<file path="src/rtl/decoder_seq_if.sv">
// Control and output bundle for decoder_seq.
// The master side drives the controls; the slave side, the decoder, drives back out/idx/wrap.
interface decoder_seq_if #(
    parameter int SEL_W = 3
) ();
    localparam int OUT_W = 2 ** SEL_W;

    logic             en;
    logic [1:0]       mode;
    logic [SEL_W-1:0] sel;
    logic             load;
    logic             dir;
    logic [OUT_W-1:0] out;
    logic [SEL_W-1:0] idx;
    logic             wrap;

    modport master (
        output en, mode, sel, load, dir,
        input  out, idx, wrap
    );

    modport slave (
        input  en, mode, sel, load, dir,
        output out, idx, wrap
    );
endinterface

</file>
<file path="src/rtl/decoder_seq.sv">
// Registered binary-to-one-hot decoder for LED banks and row/column select lines.
// Modes: 00 decode, 01 latch on load, 10 auto-scan at a prescaled rate, 11 blank.
// out is always the one-hot of idx, optionally inverted, except in blank mode.
//
// mode   | meaning
// DECODE | idx follows sel on every enabled edge
// LATCH  | idx captures sel when load is high
// SCAN   | idx steps up/down once every PRESCALE enabled edges; load reseeds it
// BLANK  | idx held, every output bit inactive
module decoder_seq #(
    parameter int SEL_W      = 3,
    parameter int PRESCALE   = 4,
    parameter bit ACTIVE_LOW = 1'b0
) (
    input  logic          clk,
    input  logic          rst_n,
    decoder_seq_if.slave  bus
);
    localparam int OUT_W = 2 ** SEL_W;
    localparam int PS_W  = $clog2(PRESCALE) + 1;

    localparam logic [PS_W-1:0]  PS_LAST  = PS_W'(PRESCALE - 1);
    localparam logic [SEL_W-1:0] IDX_MAX  = {SEL_W{1'b1}};
    localparam logic [OUT_W-1:0] OUT_IDLE = {OUT_W{ACTIVE_LOW}};

    typedef enum logic [1:0] {
        MODE_DECODE = 2'b00,
        MODE_LATCH  = 2'b01,
        MODE_SCAN   = 2'b10,
        MODE_BLANK  = 2'b11
    } mode_t;

    mode_t            mode_in;
    logic [SEL_W-1:0] idx_q, idx_n;
    logic [PS_W-1:0]  psc_q, psc_n;
    logic [OUT_W-1:0] out_q, out_n;
    logic             wrap_q, wrap_n;

    assign mode_in  = mode_t'(bus.mode);
    assign bus.out  = out_q;
    assign bus.idx  = idx_q;
    assign bus.wrap = wrap_q;

    // Next index, prescaler, wrap and output pattern for the coming enabled edge.
    always_comb begin
        idx_n  = idx_q;
        psc_n  = '0;
        wrap_n = 1'b0;
        out_n  = OUT_IDLE;

        unique case (mode_in)
            MODE_DECODE: idx_n = bus.sel;
            MODE_LATCH: begin
                if (bus.load) begin
                    idx_n = bus.sel;
                end
            end
            MODE_SCAN: begin
                if (bus.load) begin
                    idx_n = bus.sel;
                end else if (psc_q == PS_LAST) begin
                    if (bus.dir) begin
                        idx_n  = idx_q - SEL_W'(1);
                        wrap_n = (idx_q == '0);
                    end else begin
                        idx_n  = idx_q + SEL_W'(1);
                        wrap_n = (idx_q == IDX_MAX);
                    end
                end else begin
                    psc_n = psc_q + PS_W'(1);
                end
            end
            MODE_BLANK: idx_n = idx_q;
            default:    idx_n = idx_q;
        endcase

        // Polarity is folded in here so the register already holds the pin level.
        if (mode_in != MODE_BLANK) begin
            out_n = (OUT_W'(1) << idx_n) ^ OUT_IDLE;
        end
    end

    // State register: everything freezes when en is low, except wrap which drops.
    always_ff @(posedge clk or negedge rst_n) begin
        if (!rst_n) begin
            idx_q  <= '0;
            psc_q  <= '0;
            out_q  <= OUT_IDLE;
            wrap_q <= 1'b0;
        end else if (bus.en) begin
            idx_q  <= idx_n;
            psc_q  <= psc_n;
            out_q  <= out_n;
            wrap_q <= wrap_n;
        end else begin
            wrap_q <= 1'b0;
        end
    end
endmodule

</file>
<file path="src/flat_wrapper.sv">
// flat-port wrapper written by rule: the top's interface ports become plain ports
module decoder_seq_flat 
#(
    parameter int SEL_W      = 3,
    parameter int PRESCALE   = 4,
    parameter bit ACTIVE_LOW = 1'b0
)
  (clk, rst_n, bus_en, bus_mode, bus_sel, bus_load, bus_dir, bus_out, bus_idx, bus_wrap);
  decoder_seq_if #(.SEL_W(SEL_W)) bus_i ();
  input  logic clk;
  input  logic rst_n;
  input wire logic [$bits(bus_i.en)-1:0] bus_en;
  input wire logic [$bits(bus_i.mode)-1:0] bus_mode;
  input wire logic [$bits(bus_i.sel)-1:0] bus_sel;
  input wire logic [$bits(bus_i.load)-1:0] bus_load;
  input wire logic [$bits(bus_i.dir)-1:0] bus_dir;
  output wire logic [$bits(bus_i.out)-1:0] bus_out;
  output wire logic [$bits(bus_i.idx)-1:0] bus_idx;
  output wire logic [$bits(bus_i.wrap)-1:0] bus_wrap;
  assign bus_i.en = bus_en;
  assign bus_i.mode = bus_mode;
  assign bus_i.sel = bus_sel;
  assign bus_i.load = bus_load;
  assign bus_i.dir = bus_dir;
  assign bus_out = bus_i.out;
  assign bus_idx = bus_i.idx;
  assign bus_wrap = bus_i.wrap;
  decoder_seq #(.SEL_W(SEL_W), .PRESCALE(PRESCALE), .ACTIVE_LOW(ACTIVE_LOW)) u_core (.clk(clk), .rst_n(rst_n), .bus(bus_i));
endmodule
</file>
<file path="config.mk">
export PLATFORM = sky130hd
export DESIGN_NAME = decoder_seq_flat
export DESIGN_NICKNAME = d
export VERILOG_FILES = /design/src/rtl/decoder_seq_if.sv /design/src/rtl/decoder_seq.sv /design/src/flat_wrapper.sv
export SDC_FILE = /design/constraint.sdc
export NUM_CORES = 1
export LEC_CHECK = 0
export CAP_MARGIN = 10
export CORE_MARGIN = 3
export CORE_UTILIZATION = 35
export DETAILED_ROUTE_END_ITERATION = 10
export GPL_ROUTABILITY_DRIVEN = 1
export SETUP_SLACK_MARGIN = 0.4
export SLEW_MARGIN = 20
export SYNTH_ARGS = -nofsm -noshare
export SYNTH_HDL_FRONTEND = slang
export SYNTH_SLANG_ARGS = --single-unit
</file>
<file path="constraint.sdc">
create_clock -name clk -period 1.97 [get_ports clk]
set_clock_uncertainty 0.05 [all_clocks]
set_input_delay 0.197 -clock clk [delete_from_list [all_inputs] [get_ports clk]]
set_output_delay 0.197 -clock clk [all_outputs]
set_load 0.1 [all_outputs]
</file>
# Word-level counts from Yosys, hierarchy flattened
# Index checks and enable logic that the tools add are counted.
# classes
shifts	1
reduce_logical	2
mux	14
eq_ne	6
n_addsub	3
# op_table
cell	count
2-to-1 mux 3 bit	7
case mux 3 bit (4 select lines)	1
2-to-1 mux 8 bit	1
left shift 1 x 3 -> 8 bit (first input constant)	1
adder 3 x 1 -> 3 bit (second input constant)	2
2-to-1 mux 1 bit	5
== test 2 bit (second input constant)	2
== test 3 x 2 -> 1 bit (second input constant)	1
== test 3 bit (second input constant)	1
logical NOT 3 bit	1
subtractor 3 x 1 -> 3 bit (second input constant)	1
== test 2 x 1 -> 1 bit (second input constant)	1
logical NOT 2 bit	1
!= test 2 bit (second input constant)	1
# totals
regBits	15
inputBits	10
word_cells	30

# Depth between registers and ports, before layout
# Gate-level depths: netlist of run 1.
# depth
ltp_word	7
depth_mapped	7
depth_no_buf	6

# Worst setup path after synthesis of run 1
# OpenSTA, ideal clock, no wires.
# synth_timing
path_type	register to register
from	reg u_core.idx_q[0] (netlist: u_core.bus.idx[0])
to	reg u_core.idx_q[1] (netlist: u_core.bus.idx[1])
arrival_time_ps	2288
setup_slack_ps	-494
path_stages_with_launch	6
path_buffers	0
t_required_ps	1794
cell_sequence	dfrtp_1 > fa_1 > or2_0 > mux2i_1 > a211oi_2 > mux2_2
# synth_via
elab_chain_len	5
elab_cells_between_ends	6
cone_classes	add/sub: 2; mux: 4
# synth_lines
element	line	source
start, declared	decoder_seq.sv:34	logic [SEL_W-1:0] idx_q, idx_n;
start signal, assigned	decoder_seq.sv:91	idx_q <= idx_n;
adder 3 x 1 -> 3 bit / subtractor 3 x 1 -> 3 bit (equally long branches)	decoder_seq.sv:66, decoder_seq.sv:63	
2-to-1 mux 3 bit *	decoder_seq.sv:62	if (bus.dir) begin
2-to-1 mux 3 bit *	decoder_seq.sv:61	end else if (psc_q == PS_LAST) begin
2-to-1 mux 3 bit *	decoder_seq.sv:59	if (bus.load) begin
case mux 3 bit (4 select lines) *	decoder_seq.sv:51	unique case (mode_in)
# Mark *: on every way between the ends. The rest lies on a longest branch, timed or not.
# A chain may end at the register's enable or synchronous reset.

# Worst setup path after layout of run 1
# layout_timing
from	reg u_core.idx_q[1] (netlist: u_core.bus.idx[1])
to	reg u_core.idx_q[1] (netlist: u_core.bus.idx[1])
# layout_via
elab_chain_len	5
elab_cells_between_ends	7
cone_classes	add/sub: 2; mux: 5
# layout_lines
element	line
adder 3 x 1 -> 3 bit / subtractor 3 x 1 -> 3 bit (equally long branches)	decoder_seq.sv:66, decoder_seq.sv:63
2-to-1 mux 3 bit	decoder_seq.sv:62
2-to-1 mux 3 bit	decoder_seq.sv:61
2-to-1 mux 3 bit	decoder_seq.sv:59
case mux 3 bit (4 select lines) *	decoder_seq.sv:51
# Marks and branches as above.

==> results of run 1 <==
-- area by class of cell --
type | count | area share
clock buffer | 4 | 0.0194
inverter | 13 | 0.0361
timing repair buffer | 33 | 0.199
sequential | 15 | 0.283
multi-input combinational | 64 | 0.434
tap | 30 | 0.0278
-- per-stage QoR --
step,cells,util
after floorplan,97,-
after global placement,153,0.488
after detailed placement,153,0.488
after CTS,158,0.517
after global routing,159,0.531
final,159,0.531
-- cells in the final DEF, fill, tap and decap left out, drive strengths merged, types with 2 or more instances in the layout --
master          n
nand2b          6
nor2b           4
inv            13
dfrtp          15
a22o            2
or2             3
buf            24
clkdlybuf4s50   8
nor3            2
clkbuf          4
a21oi           3
o21ai           6
mux2            2
o22ai          10
nor2            3
a211oi          3
nand2           4
-- synthesized netlist by cell type (2+ instances only) --
cell type / instances
nor2_1: 2
a211oi_1: 2
mux2_2: 2
a22o_1: 2
dfrtp_1: 15
inv_1: 13
a21oi_1: 2
o21ai_0: 4
o21ai_1: 2
nand2_1: 4
o22ai_1: 6
o22ai_2: 4
clkbuf_1: 2
nor2b_1: 3
nand2b_1: 5
buf_4: 2
or2_0: 2
-- flip-flops by register name, indices dropped and copies added, names as in the netlist --
register	cells
u_core.bus.out	8
u_core.bus.idx	3
u_core.psc_q	3
u_core.bus.wrap	1
-- worst max-delay path: cells and delay by family (launching register included) --
| family | cells | cell delay [ps] |
|---|---|---|
| AND/OR/NAND/NOR | 1 | 200 |
| multiplexers | 2 | 410 |
| buffers and inverters | 1 | 160 |
| AO/OA/AOI/OAI | 1 | 80 |
| flip-flops | 1 | 490 |
| adder cells (fa/ha/maj) | 1 | 430 |
-- layer usage --
metal | track usage | up-vias
li1 | - | 401
met1 | 0.202 | 388
met2 | 0.204 | 16
met3 | 0.0461 | 4
met4 | 0.0530 | 0
met5 | 0 | -
-- worst paths after layout --
kind	slack, ps	endpoint	depth (start not counted)
worst max-delay path	40	u_core.bus.idx[1]$_DFFE_PN0P_	6
worst min-delay path	160	u_core.bus.out[5]$_DFFE_PN0P_	2
worst max register to register	40	u_core.bus.idx[1]$_DFFE_PN0P_	6
worst min register to register	450	u_core.psc_q[2]$_DFFE_PN0P_	1
max in group asynchronous	1510	u_core.bus.idx[0]$_DFFE_PN0P_	2
min in group clk	450	u_core.psc_q[2]$_DFFE_PN0P_	1
-- repair_timing --
action / in CTS / in global routing
pin swaps: 5 / 1
setup endpoints to repair: 11 / 11
resized for setup: 8 / 5
buffers inserted: 1 / 1
hold buffers: 0 / 0
-- power groups by stage --
stage | combinational [mW] | clock (mW) | sequential, mW
after detailed placement | 0.498 | 0 | 0.374
after CTS | 0.524 | 0.188 | 0.368
final | 0.529 | 0.176 | 0.369
after floorplan | 0.147 | 0 | 0.596
after global routing | 0.559 | 0.194 | 0.376
after global placement | 0.495 | 0 | 0.374
-- kinds of logic (layout without fill, tap and decap cells) --
logic type | after synthesis | after routing
AO/OA/AOI/OAI | 29 | 29
XOR/XNOR | 2 | 2
adder cells (fa/ha/maj) | 2 | 2
buffers and inverters | 18 | 50
flip-flops | 15 | 15
multiplexers | 3 | 3
AND/OR/NAND/NOR | 28 | 28
==> results.tsv, run 1 <==
metric	value	unit
post-route setup slack	40.5	ps
CTS Buf Count	3	
cell taking the most area after synthesis	dfrtp_1	
Post-synth top flop	dfrtp_1	
num rows	18	
IO Count	22	
main area contributors after synthesis	dfrtp_1 39%, o22ai_2 5.2%, inv_1 5.1%	
Mapped Cells	97	
DR WL met2	1.03	mm
cells along the critical path	fa_2 -> or2_0 -> mux2i_1 -> a211oi_2 -> buf_4 -> mux2_4	
clock power share	0.164	
routability congestion estimate	0.786	
Post-synth EDFFs	0	
worst hold-check path type	primary input to async pin	
vias in the first global route	761	
crit share post-route	0.979	
gr usage total	0.143	
Rel. slew slack	0.767	
fin nets	142	
Std-Cell Core Area	0.00254	mm2
largest family of logic cells by synthesized area	compound AO/OA/AOI/OAI gates	
Layout area overhead	40.8	%
ys async rst share	1.00	
final wirelength	2.19	mm
TritonCTS clock tree	done	
Final Hold Fails	0	
DRC	0	
post-synthesis sequential area ratio	0.391	
Clk pin slew, worst setup/hold paths	90	ps
count of different cell masters after synthesis	42	
htree depth	1	
largest net degree at the start of global routing	19	
clk sinks	15	
critical path's slowest cell	dfrtp_4	
Fillers	229	
Top Layer Used	met4	
area of the multi-input gates	587	um2
Metal-1 WL	1.02	mm
total power	1.07	mW
power per cell area	795	mW/mm2
Comb power frac	0.493	
maximum clock insertion buffer count	2	
crit-path max cell delay	490	ps
Crit Path Max Fanout	5	
Seq cells post-synth	15	
# port buffers	21	
Slew Viols, Final	0	
WL met3	106	um
P_sw	0.479	mW
Clock Tree Root	clkbuf_4	
Setup TNS Final	0	ps
Synth Area in XOR/XNOR	0.0183	
CP startpoint	u_core.bus.idx[1]$_DFFE_PN0P_	
worst-skew pair later-pin latency	290	ps
status	finished, final reports clean	
crit path DAT	2060	ps
drt pass-1 iters	4	
fmax	518	MHz
Setup violations, final	0	
Max-cap violations	0	
Vias	809	
Syn Nets	109	
cell-internal power	0.596	mW
Synth Area in Simple Gates	0.202	
Leak Pwr	0.599	nW
diode count	0	
critical path data required time	2100	ps
dpl cell area	0.00124	mm2
flip-flop and latch area	383	um2
initial antenna violation count	0	
YS warnings	0	
Placement Setup Slack	-299	ps
worst r2r src	u_core.bus.idx[1]$_DFFE_PN0P_	
fraction of layout cells with a size suffix above 1	0.426	
chip height	58.4	um
DR WL/cell	13.8	um
RSZ-0062 raised after global routing	yes	
Final min period	1930	ps
Die W	58.4	um
Vias/cell	5.09	
Synth top area share	0.391	
initial drt markers	27	
total congestion overflow	0	
hold slack	162	ps
Design Area, Final	0.00135	mm2
ANT nets after route	0	
synthesized area per cell	9.89	um2
Mapped Area	960	um2
Sequential Power Share	0.343	
Crit Path Class	flop to flop	
worst slew pin tran	349	ps
startpoint types	flop	
Sw Ratio	0.446	
first-pass GRT wire length	3.68	mm
adder-cell area share of the yosys netlist	0.0339	
DIE AREA	0.00341	mm2
crit end category	flop	
Initial Util	0.377	
Compound-Gate Fraction of Synth Area	0.235	
Final HPWL DP	1.62	mm
mux cell area share after synthesis	0.0339	
peak supply drop	0.535	mV
(Power assumes the default switching activity.)
==> run 2: changes to the inputs <==
--- a/config.mk
+++ b/config.mk
@@ -10,6 +10,7 @@
 export CORE_UTILIZATION = 35
 export DETAILED_ROUTE_END_ITERATION = 10
 export GPL_ROUTABILITY_DRIVEN = 1
+export RECOVER_POWER = 25
 export SETUP_SLACK_MARGIN = 0.4
 export SLEW_MARGIN = 20
 export SYNTH_ARGS = -nofsm -noshare
==> results.tsv, run 2 (same netlist as run 1, synthesis figures left out) <==
metric	value	unit
status	finished, final reports clean	
first-pass GRT wire length	3.68	mm
cts hold-fix bufs	0	
P_sw	0.479	mW
Sequential Power Share	0.344	
Layout area overhead	40.4	%
commonest non-fill, non-tap cell in the layout	buf_4	
Clk pin slew, worst setup/hold paths	90	ps
vias in the first global route	761	
final wirelength	2.19	mm
gr usage total	0.143	
Clock Tree Root	clkbuf_4	
clk sinks	15	
Final HPWL DP	1.62	mm
Slew Viols, Final	0	
peak supply drop	0.535	mV
Rel. slew slack	0.457	
drt pass-1 iters	4	
IO Count	22	
# port buffers	21	
fin nets	142	
DRC	0	
DIE AREA	0.00341	mm2
ANT nets after route	0	
Comb power frac	0.492	
WP buf/inv	1	
critical path's slowest cell	dfrtp_4	
htree depth	1	
CTS Buf Count	3	
maximum clock insertion buffer count	2	
Initial Util	0.377	
RSZ-0062 raised after global routing	yes	
diode count	0	
largest delay contributor family on the critical path	flip-flops	
worst slew pin tran	814	ps
Std-Cell Core Area	0.00254	mm2
Fillers	231	
Leak Pwr	0.596	nW
Vias	809	
Crit Path Max Fanout	5	
routability congestion estimate	0.786	
TritonCTS clock tree	done	
post-route setup slack	40.5	ps
Max-cap violations	0	
worst-skew pair later-pin latency	290	ps
Non-Filler Instances	159	
startpoint types	flop	
clock power share	0.164	
initial drt markers	27	
crit path DAT	2060	ps
hold slack	447	ps
Placement Setup Slack	-299	ps
Setup violations, final	0	
crit-path max cell delay	490	ps
Die W	58.4	um
leading cell types in the layout, fill and taps excluded	23 x buf_4, 13 x inv_1, 13 x dfrtp_1	
chip height	58.4	um
Vias/cell	5.09	
Final Hold Fails	0	
Final min period	1930	ps
worst hold-check path type	primary input to async pin	
max reg flops	8	
Design Area, Final	0.00135	mm2
cells along the critical path	fa_2 -> or2_0 -> mux2i_1 -> a211oi_2 -> buf_4 -> mux2_4	
Sw Ratio	0.446	
initial antenna violation count	0	
dpl cell area	0.00124	mm2
crit share post-route	0.979	
critical path data required time	2100	ps
Placed Instances	153	
fmax	518	MHz
power per cell area	796	mW/mm2
DR WL/cell	13.8	um
largest net degree at the start of global routing	19	
num rows	18	
crit end category	flop	
fraction of layout cells with a size suffix above 1	0.419	
Crit Path Class	flop to flop	
total congestion overflow	0	
cell-internal power	0.594	mW
==> run 2: cell types whose count changed in the layout (fill, tap and decap cells not counted), sizes merged <==
cell / change
buf: -1
clkbuf: +1
dlygate4sd3: +1
clkdlybuf4s50: -1
==> run 2: metrics by stage <==
stage          utilization  power [mW]  TNS, ps
4_1_cts              0.517        1.08        0
5_1_grt              0.529        1.13     -113
2_1_floorplan            -       0.743     -413
3_3_place_gp         0.488       0.869    -2160
3_5_place_dp         0.488       0.872    -2550
6_report             0.529        1.07        0
==> run 2: power groups by stage <==
stage	Sequential (mW)	Combinational, mW	Clock [mW]
4_1_cts	0.368	0.524	0.188
6_report	0.369	0.528	0.176
2_1_floorplan	0.596	0.147	0
3_5_place_dp	0.374	0.498	0
5_1_grt	0.376	0.558	0.194
3_3_place_gp	0.374	0.495	0
==> run 2: path summary, 6_finish.rpt <==
check	from	endpoint	slack, ps	depth (start not counted)
max	u_core.bus.idx[1]$_DFFE_PN0P_	u_core.bus.idx[1]$_DFFE_PN0P_	40	6
min reg2reg	u_core.psc_q[2]$_DFFE_PN0P_	u_core.psc_q[2]$_DFFE_PN0P_	450	1
min in group clk	u_core.psc_q[2]$_DFFE_PN0P_	u_core.psc_q[2]$_DFFE_PN0P_	450	1
max reg2reg	u_core.bus.idx[1]$_DFFE_PN0P_	u_core.bus.idx[1]$_DFFE_PN0P_	40	6
min	rst_n	u_core.bus.out[5]$_DFFE_PN0P_	450	2
max in group asynchronous	rst_n	u_core.bus.idx[0]$_DFFE_PN0P_	830	2
==> run 2: area by class of cell <==
class / count / area (um2) / area share
inverters: 13 / 48.8 / 0.0362
well taps: 30 / 37.5 / 0.0279
clock buffers: 4 / 26.3 / 0.0195
multi-input cells: 64 / 587 / 0.435
flip-flops and latches: 15 / 383 / 0.284
repair buffers: 33 / 265 / 0.197
==> run 2: worst reg2reg max path, cell delays in order (launching register included) <==
cell and delay (ps):
dfrtp_4 490, fa_2 430, or2_0 200, mux2i_1 150
a211oi_2 80, buf_4 160, mux2_4 260
==> run 2: metal layers <==
metal	part of all wire	routed length, um	global-route usage
met1	0.47	1020	0.202
met2	0.47	1030	0.204
met3	0.048	106	0.0461
met4	0.014	31	0.0530
met5	0	0	0
==> run 2: timing repair <==
item / CTS / global route
endpoints found under the setup margin: 11 / 11
resized for setup: 8 / 5
buffers inserted: 1 / 1
pin swaps: 5 / 1
endpoints found under the hold margin: 0 / 0
